==> config.mk <==
export PLATFORM = sky130hd
export DESIGN_NAME = path_setup_ctrl
export DESIGN_NICKNAME = d
export VERILOG_FILES = /design/src/rtl/path_setup_ctrl_pkg.sv /design/src/rtl/path_chan_fsm.sv /design/src/rtl/path_setup_ctrl.sv
export SDC_FILE = /design/constraint.sdc
export NUM_CORES = 1
export LEC_CHECK = 0
export ABC_CLOCK_PERIOD_IN_PS = 4200
export CORE_UTILIZATION = 35
export DETAILED_ROUTE_END_ITERATION = 7
export DONT_BUFFER_PORTS = 1
export PLACE_DENSITY = 0.52
export SETUP_SLACK_MARGIN = 0.3
export SYNTH_ARGS = -nofsm -noshare
export SYNTH_HDL_FRONTEND = slang
export SYNTH_HIERARCHICAL = 1
export SYNTH_SLANG_ARGS = --single-unit
==> constraint.sdc <==
create_clock -name clk -period 4.2 [get_ports clk]
set_clock_uncertainty 0.15 [all_clocks]
set_input_delay 0.84 -clock clk [delete_from_list [all_inputs] [get_ports clk]]
set_output_delay 0.84 -clock clk [all_outputs]
set_load 0.02 [all_outputs]
==> src/rtl/path_setup_ctrl_pkg.sv <==
// rtl/path_setup_ctrl_pkg.sv - shared types and constants for the crossbar path-setup controller
package path_setup_ctrl_pkg;

    localparam int PORTS_DEF      = 3;
    localparam int RETRY_WAIT_DEF = 4;
    localparam int MAX_RETRY_DEF  = 3;
    localparam int HOLD_MAX_DEF   = 64;

    typedef enum logic [1:0] {
        IDLE    = 2'd0,
        PEND    = 2'd1,
        CONN    = 2'd2,
        BACKOFF = 2'd3
    } chan_state_t;

    typedef enum logic [1:0] {
        SCAN  = 2'd0,
        ISSUE = 2'd1,
        GAP   = 2'd2
    } issue_state_t;

    // Bits needed to hold any value in 0..max_val (never less than one bit).
    function automatic int cnt_width(input int max_val);
        return (max_val < 1) ? 1 : $clog2(max_val + 1);
    endfunction

endpackage

==> src/rtl/path_chan_fsm.sv <==
// rtl/path_chan_fsm.sv - per-input channel FSM (IDLE/PEND/CONN/BACKOFF), watchdog under PATH_WATCHDOG_EN
module path_chan_fsm
    import path_setup_ctrl_pkg::*;
#(
    parameter int PORTS      = PORTS_DEF,
    parameter int RETRY_WAIT = RETRY_WAIT_DEF,
    parameter int MAX_RETRY  = MAX_RETRY_DEF,
    parameter int HOLD_MAX   = HOLD_MAX_DEF
) (
    input  logic             clk,
    input  logic             rst_n,
    input  logic             req_valid,
    input  logic [PORTS-1:0] req_dest,
    input  logic             req_release,
    input  logic             issue,
    input  logic             grant,
    input  logic             deny,
    output chan_state_t      state,
    output logic [PORTS-1:0] dest,
    output logic             ack,
    output logic             nack,
    output logic [PORTS-1:0] cancel,
    output logic [PORTS-1:0] fail
);

    localparam int RC_W = cnt_width(MAX_RETRY);
    localparam int RW_W = cnt_width(RETRY_WAIT);

    if (RETRY_WAIT < 1 || MAX_RETRY < 1 || HOLD_MAX < 1) begin : g_bad_params
        $error("path_chan_fsm: RETRY_WAIT, MAX_RETRY and HOLD_MAX must all be >= 1");
    end

    logic [RC_W-1:0] retry;
    logic [RW_W-1:0] bo_cnt;

`ifdef PATH_WATCHDOG_EN
    localparam int HOLD_W = cnt_width(HOLD_MAX);
    logic [HOLD_W-1:0] hold;
`else
    assign fail = '0;
`endif

    // Channel state machine; ack/nack/cancel/fail are single-cycle registered pulses.
    always_ff @(posedge clk or negedge rst_n) begin
        if (!rst_n) begin
            state  <= IDLE;
            dest   <= '0;
            retry  <= '0;
            bo_cnt <= '0;
            ack    <= 1'b0;
            nack   <= 1'b0;
            cancel <= '0;
`ifdef PATH_WATCHDOG_EN
            fail   <= '0;
            hold   <= '0;
`endif
        end else begin
            ack    <= 1'b0;
            nack   <= 1'b0;
            cancel <= '0;
`ifdef PATH_WATCHDOG_EN
            fail   <= '0;
`endif
            case (state)
                IDLE: begin
                    // The nack cycle is skipped so a requester still holding
                    // valid while it sees the nack does not re-enter PEND.
                    if (req_valid && !nack) begin
                        state <= PEND;
                        dest  <= req_dest;
                        retry <= '0;
                    end
                end
                PEND: begin
                    if (issue && grant) begin
                        state <= CONN;
                        ack   <= 1'b1;
`ifdef PATH_WATCHDOG_EN
                        hold  <= '0;
`endif
                    end else if (issue && (deny || !grant)) begin
                        // A silent arbiter is treated the same as an explicit deny.
                        if (retry == RC_W'(MAX_RETRY - 1)) begin
                            state <= IDLE;
                            nack  <= 1'b1;
                            retry <= '0;
                        end else begin
                            state  <= BACKOFF;
                            retry  <= retry + 1'b1;
                            bo_cnt <= RW_W'(RETRY_WAIT);
                        end
                    end else if (!req_valid) begin
                        state <= IDLE;
                    end
                end
                BACKOFF: begin
                    if (!req_valid) begin
                        state <= IDLE;
                    end else if (bo_cnt <= RW_W'(1)) begin
                        state <= PEND;
                    end else begin
                        bo_cnt <= bo_cnt - 1'b1;
                    end
                end
                CONN: begin
                    // A release in the ack cycle is ignored; release beats timeout.
                    if (req_release && !ack) begin
                        state  <= IDLE;
                        cancel <= dest;
                    end
`ifdef PATH_WATCHDOG_EN
                    else if (hold == HOLD_W'(HOLD_MAX - 1)) begin
                        state <= IDLE;
                        fail  <= dest;
                        nack  <= 1'b1;
                    end else begin
                        hold <= hold + 1'b1;
                    end
`endif
                end
                default: state <= IDLE;
            endcase
        end
    end

endmodule

==> src/rtl/path_setup_ctrl.sv <==
// rtl/path_setup_ctrl.sv - round-robin path-setup front end for the crossbar arbiter (watchdog: PATH_WATCHDOG_EN)
module path_setup_ctrl
    import path_setup_ctrl_pkg::*;
#(
    parameter int PORTS      = PORTS_DEF,
    parameter int RETRY_WAIT = RETRY_WAIT_DEF,
    parameter int MAX_RETRY  = MAX_RETRY_DEF,
    parameter int HOLD_MAX   = HOLD_MAX_DEF
) (
    input  logic                   clk,
    input  logic                   reset,
    input  logic [PORTS-1:0]       req_valid_i,
    input  logic [PORTS*PORTS-1:0] req_dest_i,
    input  logic [PORTS-1:0]       req_release_i,
    output logic [PORTS-1:0]       req_ack_o,
    output logic [PORTS-1:0]       req_nack_o,
    output logic [PORTS-1:0]       conn_active_o,
    output logic [PORTS-1:0]       arb_stb_o,
    output logic [PORTS-1:0]       arb_src_o,
    output logic [PORTS-1:0]       arb_dest_o,
    output logic [PORTS-1:0]       arb_fail_o,
    output logic [PORTS-1:0]       arb_cancel_o,
    input  logic [PORTS-1:0]       arb_grant_i,
    input  logic [PORTS-1:0]       arb_deny_i
);

    localparam int IDX_W = cnt_width(PORTS - 1);

    chan_state_t      chan_state [PORTS];
    logic [PORTS-1:0] chan_dest  [PORTS];
    logic [PORTS-1:0] cancel_arr [PORTS];
    logic [PORTS-1:0] fail_arr   [PORTS];
    logic [PORTS-1:0] pend;

    issue_state_t     issue_state;
    logic [IDX_W-1:0] ptr;
    logic [IDX_W-1:0] sel;
    logic [IDX_W-1:0] pick_idx;
    logic             pick_found;
    logic [PORTS-1:0] src_next;

    for (genvar p = 0; p < PORTS; p++) begin : g_chan
        path_chan_fsm #(
            .PORTS      (PORTS),
            .RETRY_WAIT (RETRY_WAIT),
            .MAX_RETRY  (MAX_RETRY),
            .HOLD_MAX   (HOLD_MAX)
        ) u_chan (
            .clk         (clk),
            .rst_n       (reset),
            .req_valid   (req_valid_i[p]),
            .req_dest    (req_dest_i[p*PORTS +: PORTS]),
            .req_release (req_release_i[p]),
            .issue       (arb_src_o[p]),
            .grant       (arb_grant_i[p]),
            .deny        (arb_deny_i[p]),
            .state       (chan_state[p]),
            .dest        (chan_dest[p]),
            .ack         (req_ack_o[p]),
            .nack        (req_nack_o[p]),
            .cancel      (cancel_arr[p]),
            .fail        (fail_arr[p])
        );
        assign pend[p]          = (chan_state[p] == PEND);
        assign conn_active_o[p] = (chan_state[p] == CONN);
    end

    // The strobe covers the presentation cycle and the whole connection.
    assign arb_stb_o = arb_src_o | conn_active_o;

    // Cancels and fails from all channels share the per-output lines, so OR them.
    always_comb begin
        arb_cancel_o = '0;
        arb_fail_o   = '0;
        for (int p = 0; p < PORTS; p++) begin
            arb_cancel_o = arb_cancel_o | cancel_arr[p];
            arb_fail_o   = arb_fail_o | fail_arr[p];
        end
    end

    // Round-robin picker: first pending channel at or after the pointer, wrapping.
    always_comb begin
        int cand;
        cand       = 0;
        pick_found = 1'b0;
        pick_idx   = '0;
        src_next   = '0;
        for (int i = 0; i < PORTS; i++) begin
            cand = int'(ptr) + i;
            if (cand >= PORTS) begin
                cand = cand - PORTS;
            end
            if (!pick_found && pend[cand]) begin
                pick_found = 1'b1;
                pick_idx   = IDX_W'(cand);
            end
        end
        src_next[pick_idx] = pick_found;
    end

    // Issue FSM: SCAN -> ISSUE (one cycle on the bus) -> GAP (source forced to zero).
    always_ff @(posedge clk or negedge reset) begin
        if (!reset) begin
            issue_state <= SCAN;
            ptr         <= '0;
            sel         <= '0;
            arb_src_o   <= '0;
            arb_dest_o  <= '0;
        end else begin
            case (issue_state)
                SCAN: begin
                    if (pick_found) begin
                        issue_state <= ISSUE;
                        sel         <= pick_idx;
                        arb_src_o   <= src_next;
                        arb_dest_o  <= chan_dest[pick_idx];
                    end
                end
                ISSUE: begin
                    issue_state <= GAP;
                    ptr         <= (sel == IDX_W'(PORTS - 1)) ? '0 : sel + 1'b1;
                    arb_src_o   <= '0;
                    arb_dest_o  <= '0;
                end
                GAP:     issue_state <= SCAN;
                default: issue_state <= SCAN;
            endcase
        end
    end

endmodule

**After elaboration in Yosys (flattened, before gate mapping)**

Cells that the tools add are included.

- Add/subtract/negate cells: 12
- Order comparisons: 12
- Equal/unequal tests: 42
- Muxes and demuxes: 114
- Bitwise logic cells: 5
- Reductions and logical operators: 54

Operators with widths:

| operator | count |
|---|---|
| $lt 32x4->1 const B | 3 |
| $mux 32 | 3 |
| $mux 2 | 41 |
| $mux 3 | 25 |
| $pmux 3 s2 | 5 |
| $mux 1 | 28 |
| $ne 2x2->1 const B | 13 |
| $pmux 2 s4 | 3 |
| $reduce_and 4->1 | 6 |
| $eq 2x2->1 const B | 10 |
| $ne 2x1->1 const B | 9 |
| $reduce_and 6->1 | 3 |
| $pmux 2 s2 | 4 |
| $logic_and 1x1->1 | 15 |
| $reduce_bool 2->1 | 7 |
| $ne 4x2->1 const B | 3 |
| $logic_not 1->1 | 11 |
| $reduce_and 2->1 | 5 |
| $le 3x1->1 const B | 3 |
| $ne 3x2->1 const B | 3 |
| $or 3x3->3 | 3 |
| $sub 3x1->3 const B | 3 |
| $add 2x1->2 const B | 4 |
| $eq 2x1->1 const B | 4 |
| other kinds (16) | 25 |

- Flip-flop bits (word level): 57
- Output and inout port bits: 24
- Logic and storage cells: 265

**Longest topological paths before layout**

Gate-level depths: netlist (run 1).

- Word-level depth: 19
- Gate-level depth with buffers: 9
- Depth with buffers taken out: 8

**Modules after synthesis**

The synthesis (run 1) kept the hierarchy.

By module, submodules not included:

| module | times used | cells each | area an instance (um^2) | sequential area each (um^2) |
|---|---|---|---|---|
| path_chan_fsm | 3 | 67 | 779.5 | 375.4 |
| path_setup_ctrl | 1 | 92 | 895.9 | 300.3 |

**Least setup slack after synthesis (run 1)**

Ideal clock, no wire load.

- Kind: flip-flop to flip-flop
- From: register ptr[0]
- To: register sel[1]
- Setup time: 0.127 ns
- Data arrival time: 1.992 ns
- Required time: 3.923 ns
- Slack: 1.931 ns
- Cell stages (with the launch flop): 9
- Buffers on the path: 1
- Clock period less this slack: 2.269 ns
- Cells stage by stage: dfrtp_1 > inv_1 > ha_1 > buf_6 > o221a_1 > a31oi_2 > nor3_2 > or3_4 > mux2_1

- Longest elaborated chain between the ends: 13
- Elaborated cells between the ends (all ways): 31

Ends and longest elaborated chain:

| item | RTL line | source |
|---|---|---|
| from (decl) | path_setup_ctrl.sv:36 | `logic [IDX_W-1:0] ptr;` |
| from (signal assigned) | path_setup_ctrl.sv:121 | `ptr <= (sel == IDX_W'(PORTS - 1)) ? '0 : sel + 1'b1;` |
| parallel branches: the longest is 13 deep, another holds $sub 3x2->4 | n/a |  |
| to (signal assigned) | path_setup_ctrl.sv:114 | `sel <= pick_idx;` |
| to (decl) | path_setup_ctrl.sv:37 | `logic [IDX_W-1:0] sel;` |

Parallel ways; which one is timed is not known. The select of a mux whose other input is x is not followed.
A chain may end at the register's enable or synchronous reset.

**Final worst setup path (run 1)**

- From: register g_chan[2].u_chan.state[0]
- To: output port arb_stb_o[2]

- Longest elaborated chain between the ends: 2

Ends and longest elaborated chain:

| item | RTL line | source |
|---|---|---|
| from (decl) | path_chan_fsm.sv:18 | `output chan_state_t state,` |
| from (signal assigned) | path_chan_fsm.sv:46 | `state <= IDLE;` |
| from (signal assigned) | path_chan_fsm.sv:69 | `state <= PEND;` |
| from (signal assigned) | path_chan_fsm.sv:76 | `state <= CONN;` |
| $eq 2x2->1 | path_setup_ctrl.sv:65 | `assign conn_active_o[p] = (chan_state[p] == CONN);` |
| via conn_active_o[2] | path_setup_ctrl.sv:17 | `output logic [PORTS-1:0] conn_active_o,` |
| $or 3x3->3 | path_setup_ctrl.sv:69 | `assign arb_stb_o = arb_src_o \| conn_active_o;` |
| to (decl) | path_setup_ctrl.sv:18 | `output logic [PORTS-1:0] arb_stb_o,` |

The timed path passes the listed nets, and every way through them passes these cells.

==> results.tsv, run 1 <==
stage	metric	value	unit
floorplanning	rows	34	
critical_path	critPathMaxFanout	15	
timing	clock.fmax	369	MHz
global_route	first_global_vias	2149	
clock_tree	clock_latency	0.33	ns
final_layout	drive_gt1_frac	0.177	
final_layout	syn2layout_area_growth	8.43	%
timing	min_period	2.71	ns
synth	synth-edff-count	0	
global_route	grt_pass1_wl	11000	um
synth	synth_xor_area_frac	0	
global_route	grt_usage	0.147	
synth	synth_top_family_by_area	simple AND/OR/NAND/NOR gates	
clock_tree	tritoncts	yes	
synth	async_flop_share	1.00	
clock_tree	cts_root_buf	clkbuf_8	
critical_path	r2r_end	arb_dest_o[0]$_DFFE_PN0P_	
timing	maxSlewHeadroom	0.625	
critical_path	r2r_start	ptr[0]$_DFFE_PN0P_	
critical_path	crit_type	register to output port	
floorplanning	die_h	98.1	um
clock_tree	clkTransAtPathRegs	0.08	ns
synth	netlist_top_cells_count	57 x dfrtp_1, 16 x inv_1, 13 x mux2_2	
clock_tree	ctsHoldBuffers	0	
route	post_drt_wl_per_cell	16.3	um
final_layout	n_antenna_cell	0	
synth	synthFlopType	dfrtp_1	
clock_tree	cts_buffers	9	
critical_path	startpoint_type	register	
synth	synth_area_per_cell	11.0	um2
synth	synthTopCellsByArea	dfrtp_1 44%, mux2_2 4.5%, ha_1 3.5%, buf_4 2.8%, a22o_1 2.4%	
floorplanning	io_pins	47	
route	route.vias.total	2164	
critical_path	cp-end-kind	output port	
synth	yosysMostFrequentCell	dfrtp_1	
critical_path	worstPathRequired	3.21	ns
final_layout	num-fill-cells	880	
synth	synth-simple-area-share	0.217	
route	drt_wl_total	6650	um
critical_path	r2r_cells	8	
placed_design	place.gp.congestion	0.813	
timing	finalHoldViolations	0	
timing	setup_viol	0	
timing	final.setup.tns	0	ns
synth	synth_compound_area_frac	0.173	
critical_path	regToRegSetupSlack	1.66	ns
final_layout	regArea	1430	um2
synth	synthAdderAreaFrac	0.0348	
final_layout	multi_input_area	1660	um2
run_status	status	complete, but fails checks	
critical_path	cp.arrival	1.72	ns
synth	synth_seq_cells	57	
pwr	cellPowerDensity	750	nW/um2
clock_tree	cts_resized	0	
timing	tightest_slew	0.562	ns
clock_tree	cts_buffer_depth	2	
synth	synthCells	293	
placed_design	port_buffers	0	
route	firstDrtPassIters	8	
floorplanning	fp.dieArea	9630	um2
timing	holdWs	0.0454	ns
pwr	peakVddDrop	0.232	mV
synth	synth_mux_area_frac	0.0766	
final_layout	post-route-util	0.396	
synth	yosys_warnings	6	
placed_design	dp_hpwl	4700	um
synth	synth-seq-area-share	0.441	
synth	yosys.area.top_type	dfrtp_1	
pwr	p_leak	0.00159	uW
clock_tree	cts_sinks	57	
final_layout	finalNetCount	327	
route	drtIter0Drc	87	
clock_tree	htree_num_levels	3	
global_route	antenna_found_initial	1	
floorplanning	core_area	8850	um2
route	detail-route-antenna-nets	0	
global_route	grt_max_degree	58	
route	vias_per_cell	5.30	
hold_path	hp-class	input pin to asynchronous set/reset pin	
floorplanning	die_w	98.1	um
run_status	violations	DRC	
synth	synth_area	3230	um2
timing	rsz0062_at_grt	no	
clock_tree	post_cts_buffers	0	
route	drc	4	
timing	period_share	0.645	
timing	drv_slew	0	
global_route	grt_overflow_total	0	
floorplanning	initial_utilization	0.366	
synth	yosysUniqueCellTypes	58	
synth	yosysTopAreaCellShare	0.441	
run	max_cap_viol_count	0	
## logic make-up after synthesis
kind of cell,count (synthesis)
AND/OR/NAND/NOR,97
AO/OA/AOI/OAI,73
flip-flops,57
buffers and inverters,32
multiplexers,22
adder cells (fa/ha/maj),9
other,3
## routing by layer
metal | vias to the layer above | track usage | share of wire
li1 | 1056 | - | -
met1 | 1063 | 0.198 | 0.50
met2 | 39 | 0.221 | 0.45
met3 | 4 | 0.0451 | 0.044
met4 | 2 | 0.0574 | 0.0066
met5 | - | 0 | 0.0015
## critical path, stage by stage, from the launching register on
cell and delay, ns:
dfrtp_1 0.70, and2b_2 0.34, or2_2 0.35
## cells in the final DEF, fill, tap and decap left out, types with 7 or more instances in the layout
master / instances
dfrtp_1: 57
inv_1: 16
mux2_2: 13
nand2b_1: 12
nor2b_1: 10
o21ai_0: 10
ha_1: 9
clkbuf_8: 9
and2_1: 9
a22o_1: 9
conb_1: 9
or3_1: 8
nor2_1: 8
a21o_1: 7
## stage by stage
step / cells / instance area [um2] / total power, uW / worst slack (ns)
final: 408 / 3510 / 2630 / 1.49
after detailed placement: 392 / 3280 / 2070 / 1.70
after floorplan: 299 / 3260 / 1880 / 1.93
after global placement: 392 / 3280 / 2060 / 1.70
after global routing: 408 / 3510 / 2830 / 1.42
after CTS: 408 / 3510 / 2660 / 1.48
## cell type report
class	count	area share
Inverter	17	0.0182
Clock buffer	9	0.0353
Multi-Input combinational cell	210	0.472
Tap cell	108	0.0385
Clock inverter	7	0.0293
Sequential cell	57	0.407
## where the power goes
| group | switching, uW | internal [uW] | leakage (uW) |
|---|---|---|---|
| Sequential | 303 | 730 | 0.000742 |
| Combinational | 513 | 512 | 0.000735 |
| Clock | 235 | 339 | 0.000110 |
| Total | 1050 | 1580 | 0.00159 |
## flip-flops by register name, summed over array words and instances (netlist names)
register / cells
arb_dest_o: 3
arb_src_o: 3
g_chan.u_chan/ack: 3
g_chan.u_chan/bo_cnt: 9
g_chan.u_chan/cancel: 9
g_chan.u_chan/dest: 9
g_chan.u_chan/nack: 3
g_chan.u_chan/retry: 6
g_chan.u_chan/state: 6
issue_state: 2
ptr: 2
sel: 2
## how the worst max path moves through the flow
| stage | from | endpoint | slack, ns | cells past startpoint |
|---|---|---|---|---|
| after floorplan | ptr[0]$_DFFE_PN0P_ | sel[1]$_DFFE_PN0P_ | 1.93 | 8 |
| after global placement | ptr[0]$_DFFE_PN0P_ | arb_dest_o[0]$_DFFE_PN0P_ | 1.70 | 8 |
| after detailed placement | ptr[0]$_DFFE_PN0P_ | arb_dest_o[0]$_DFFE_PN0P_ | 1.70 | 8 |
| after CTS | g_chan[1].u_chan/state[0]$_DFFE_PN0P_ | arb_stb_o[1] | 1.48 | 2 |
| after global routing | g_chan[1].u_chan/state[0]$_DFFE_PN0P_ | arb_stb_o[1] | 1.42 | 2 |
| final | g_chan[2].u_chan/state[0]$_DFFE_PN0P_ | arb_stb_o[2] | 1.49 | 2 |
(Power assumes the default switching activity.)
==> run 2: changes to the inputs <==
ABC_CLOCK_PERIOD_IN_PS = 2350   (was 4200)
PLACE_DENSITY = 0.54   (was 0.52)
clock period = 2.35 ns   (was 4.2 ns; I/O delays follow)
==> run 2 against run 1 <==
The run still ends with DRC left; critical path depth rose by 5; routed wire length rose by 4.0%; design area rose by 9.6%; worst setup slack got worse by 1.4 ns; non-clock buffer count rose by 23; clock power rose by 62%; total power rose by 110%; first-iteration DRC count fell by 3.4%; final cell count rose by 5.6%; clock-buffer cell count rose by 1; sequential cell count did not move; worst hold slack improved by 0.089 ns; critical endpoint is now sel[1]$_DFFE_PN0P_; highest routed layer unchanged.
==> results.tsv, run 2 (synthesis results as in run 1) <==
stage	metric	value	unit
run_status	status	complete, but fails checks	
run_status	violations	DRC	
final_layout	final_common_cell	dfrtp_1	
hold_path	whs_path_depth	1	
critical_path	max_stage_delay	0.38	ns
final_layout	finalNetCount	350	
route	drc	4	
clock_tree	clkTransAtPathRegs	0.07	ns
final_layout	drive_gt1_frac	0.288	
floorplanning	die_w	98.1	um
global_route	grt_overflow_total	0	
final_layout	layout_common_cells	57 x dfrtp_1, 16 x buf_4, 15 x inv_1	
hold_path	min-delay-start	req_dest_i[4]	
placed_design	pre_cts_slack	0.0429	ns
critical_path	r2r_start	ptr[0]$_DFFE_PN0P_	
route	post_drt_wl_per_cell	16.0	um
timing	drv_slew	0	
critical_path	regToRegSetupSlack	0.14	ns
timing	tightest_slew	0.501	ns
clock_tree	cts_buffer_depth	2	
clock_tree	htree_num_levels	3	
floorplanning	die_h	98.1	um
critical_path	worst-path-buf-inv	1	
critical_path	startpoint_type	register	
pwr	pwr-share-seq	0.314	
critical_path	r2r_end	sel[1]$_DFFE_PN0P_	
clock_tree	tritoncts	yes	
global_route	grt_use_met1	0.208	
global_route	grtUsageMet3	0.0551	
placed_design	dp_hpwl	4860	um
pwr	swShare	0.400	
critical_path	crit_type	register to register	
timing	setup_viol	0	
route	drt_wl_total	6920	um
pwr	p_int	3270	uW
clock_tree	cts_root_buf	clkbuf_8	
pwr	peakVddDrop	0.460	mV
placed_design	port_buffers	0	
critical_path	worstPathRequired	2.41	ns
final_layout	syn2layout_area_growth	18.9	%
critical_path	cp-end-kind	register	
timing	final.setup.tns	0	ns
global_route	grt_pass1_wl	11600	um
global_route	busiest_layer	met2	
route	drtIter0Drc	84	
run	max_cap_viol_count	0	
clock_tree	cts_buffers	9	
pwr	cellPowerDensity	1420	nW/um2
final_layout	reg_top3	g_chan.u_chan/bo_cnt (9), g_chan.u_chan/cancel (9), g_chan.u_chan/dest (9)	
critical_path	r2r_cells	7	
global_route	grt_usage	0.155	
clock_tree	cts_sinks	57	
pwr	p_leak	0.00170	uW
critical_path	cp.arrival	2.27	ns
route	detail-route-antenna-nets	0	
critical_path	critPathMaxFanout	7	
floorplanning	io_pins	47	
global_route	antenna_found_initial	1	
global_route	met2_usage	0.229	
timing	maxSlewHeadroom	0.666	
hold_path	hp-class	input pin to register	
critical_path	critical-path-top-delay-family	compound AO/OA/AOI/OAI gates	
final_layout	post-route-util	0.435	
pwr	pwr-share-clk	0.171	
critical_path	crit_slowest_cell	dfrtp_1	
floorplanning	initial_utilization	0.366	
global_route	grt_max_degree	58	
hold_path	whs_endpoint	g_chan[1].u_chan/dest[1]$_DFFE_PN0P_	
floorplanning	core_area	8850	um2
final_layout	n_antenna_cell	0	
timing	min_period	2.21	ns
clock_tree	clock_latency	0.33	ns
route	vias_per_cell	5.24	
timing	finalHoldViolations	0	
pwr	combPwrFrac	0.516	
critical_path	path_cells	inv_2, ha_4, o221a_1, a31oi_4, nor3_4, or3_4, mux2_1	
route	firstDrtPassIters	8	
timing	setup_ws	0.139	ns
timing	period_share	0.941	
global_route	first_global_vias	2296	
timing	clock.fmax	452	MHz
route	route.vias.total	2258	
placed_design	place.gp.congestion	0.762	
pwr	switching_power	2180	uW
floorplanning	rows	34	
timing	rsz0062_at_grt	yes	
floorplanning	fp.dieArea	9630	um2
run 2: cell count changes in the layout (fill, tap and decap cells not counted), moves of 3 or more:
cell | before | now
mux2i_4 | 0 | 3
buf_6 | 0 | 5
clkinv_4 | 3 | 0
o221ai_1 | 3 | 0
o221ai_2 | 0 | 3
or2_4 | 0 | 3
buf_4 | 0 | 16
or2_2 | 3 | 0
mux2i_1 | 6 | 3
run 2: per-stage QoR:
| step | hold slack [ns] | area, um2 | total power (uW) | std cells |
|---|---|---|---|---|
| 5_1_grt | 0.107 | 3840 | 5860 | 431 |
| 6_report | 0.134 | 3840 | 5450 | 431 |
| 4_1_cts | 0.114 | 3790 | 5320 | 428 |
| 2_1_floorplan | 0.0244 | 3290 | 3480 | 299 |
| 3_3_place_gp | 0.0258 | 3390 | 3950 | 402 |
| 3_5_place_dp | 0.0258 | 3390 | 3980 | 402 |
run 2: power groups by stage:
stage	sequential [uW]	clock, uW	combinational, uW
global placement	1700	0	2250
finish	1710	931	2810
detailed placement	1700	0	2270
floorplan	1660	0	1820
global route	1760	1020	3080
CTS	1710	965	2650
run 2: final cells by class:
type                            count  area (um2)
Clock inverter                      6        66.3
Tap cell                          108         135
Inverter                           17        63.8
Timing Repair Buffer               23         214
Sequential cell                    57        1430
Multi-Input combinational cell    210        1800
Fill cell                         871        5000
Clock buffer                       10         138
run 2: layer usage:
| layer | wire [um] | vias to the layer above |
|---|---|---|
| li1 | - | 1114 |
| met1 | 3370 | 1075 |
| met2 | 3030 | 57 |
| met3 | 410 | 10 |
| met4 | 91 | 2 |
| met5 | 10 | - |
run 2: how the worst max path moves through the flow:
stage	start	slack [ns]	cells past startpoint	endpoint
finish	ptr[0]$_DFFE_PN0P_	0.14	7	sel[1]$_DFFE_PN0P_
global route	ptr[1]$_DFFE_PN0P_	0.05	8	arb_dest_o[0]$_DFFE_PN0P_
CTS	ptr[1]$_DFFE_PN0P_	0.12	8	arb_dest_o[0]$_DFFE_PN0P_
detailed placement	ptr[1]$_DFFE_PN0P_	0.04	9	arb_dest_o[2]$_DFFE_PN0P_
global placement	ptr[1]$_DFFE_PN0P_	0.07	8	arb_src_o[0]$_DFFE_PN0P_
floorplan	ptr[0]$_DFFE_PN0P_	0.09	8	sel[1]$_DFFE_PN0P_
run 2: repair_timing:
item | in CTS | in global routing
endpoints found under the setup margin | 11 | 11
hold buffers | 2 | 0
setup buffers | 8 | 3
gates resized for setup | 21 | 7
pin swaps | 9 | 8
hold endpoints to repair | 57 | 0
==> run 3: changes to the inputs <==
SKIP_LAST_GASP = 1   (was not set)
==> results of run 3 <==
The final DEF is identical to that of run 2; final timing and power are the same.
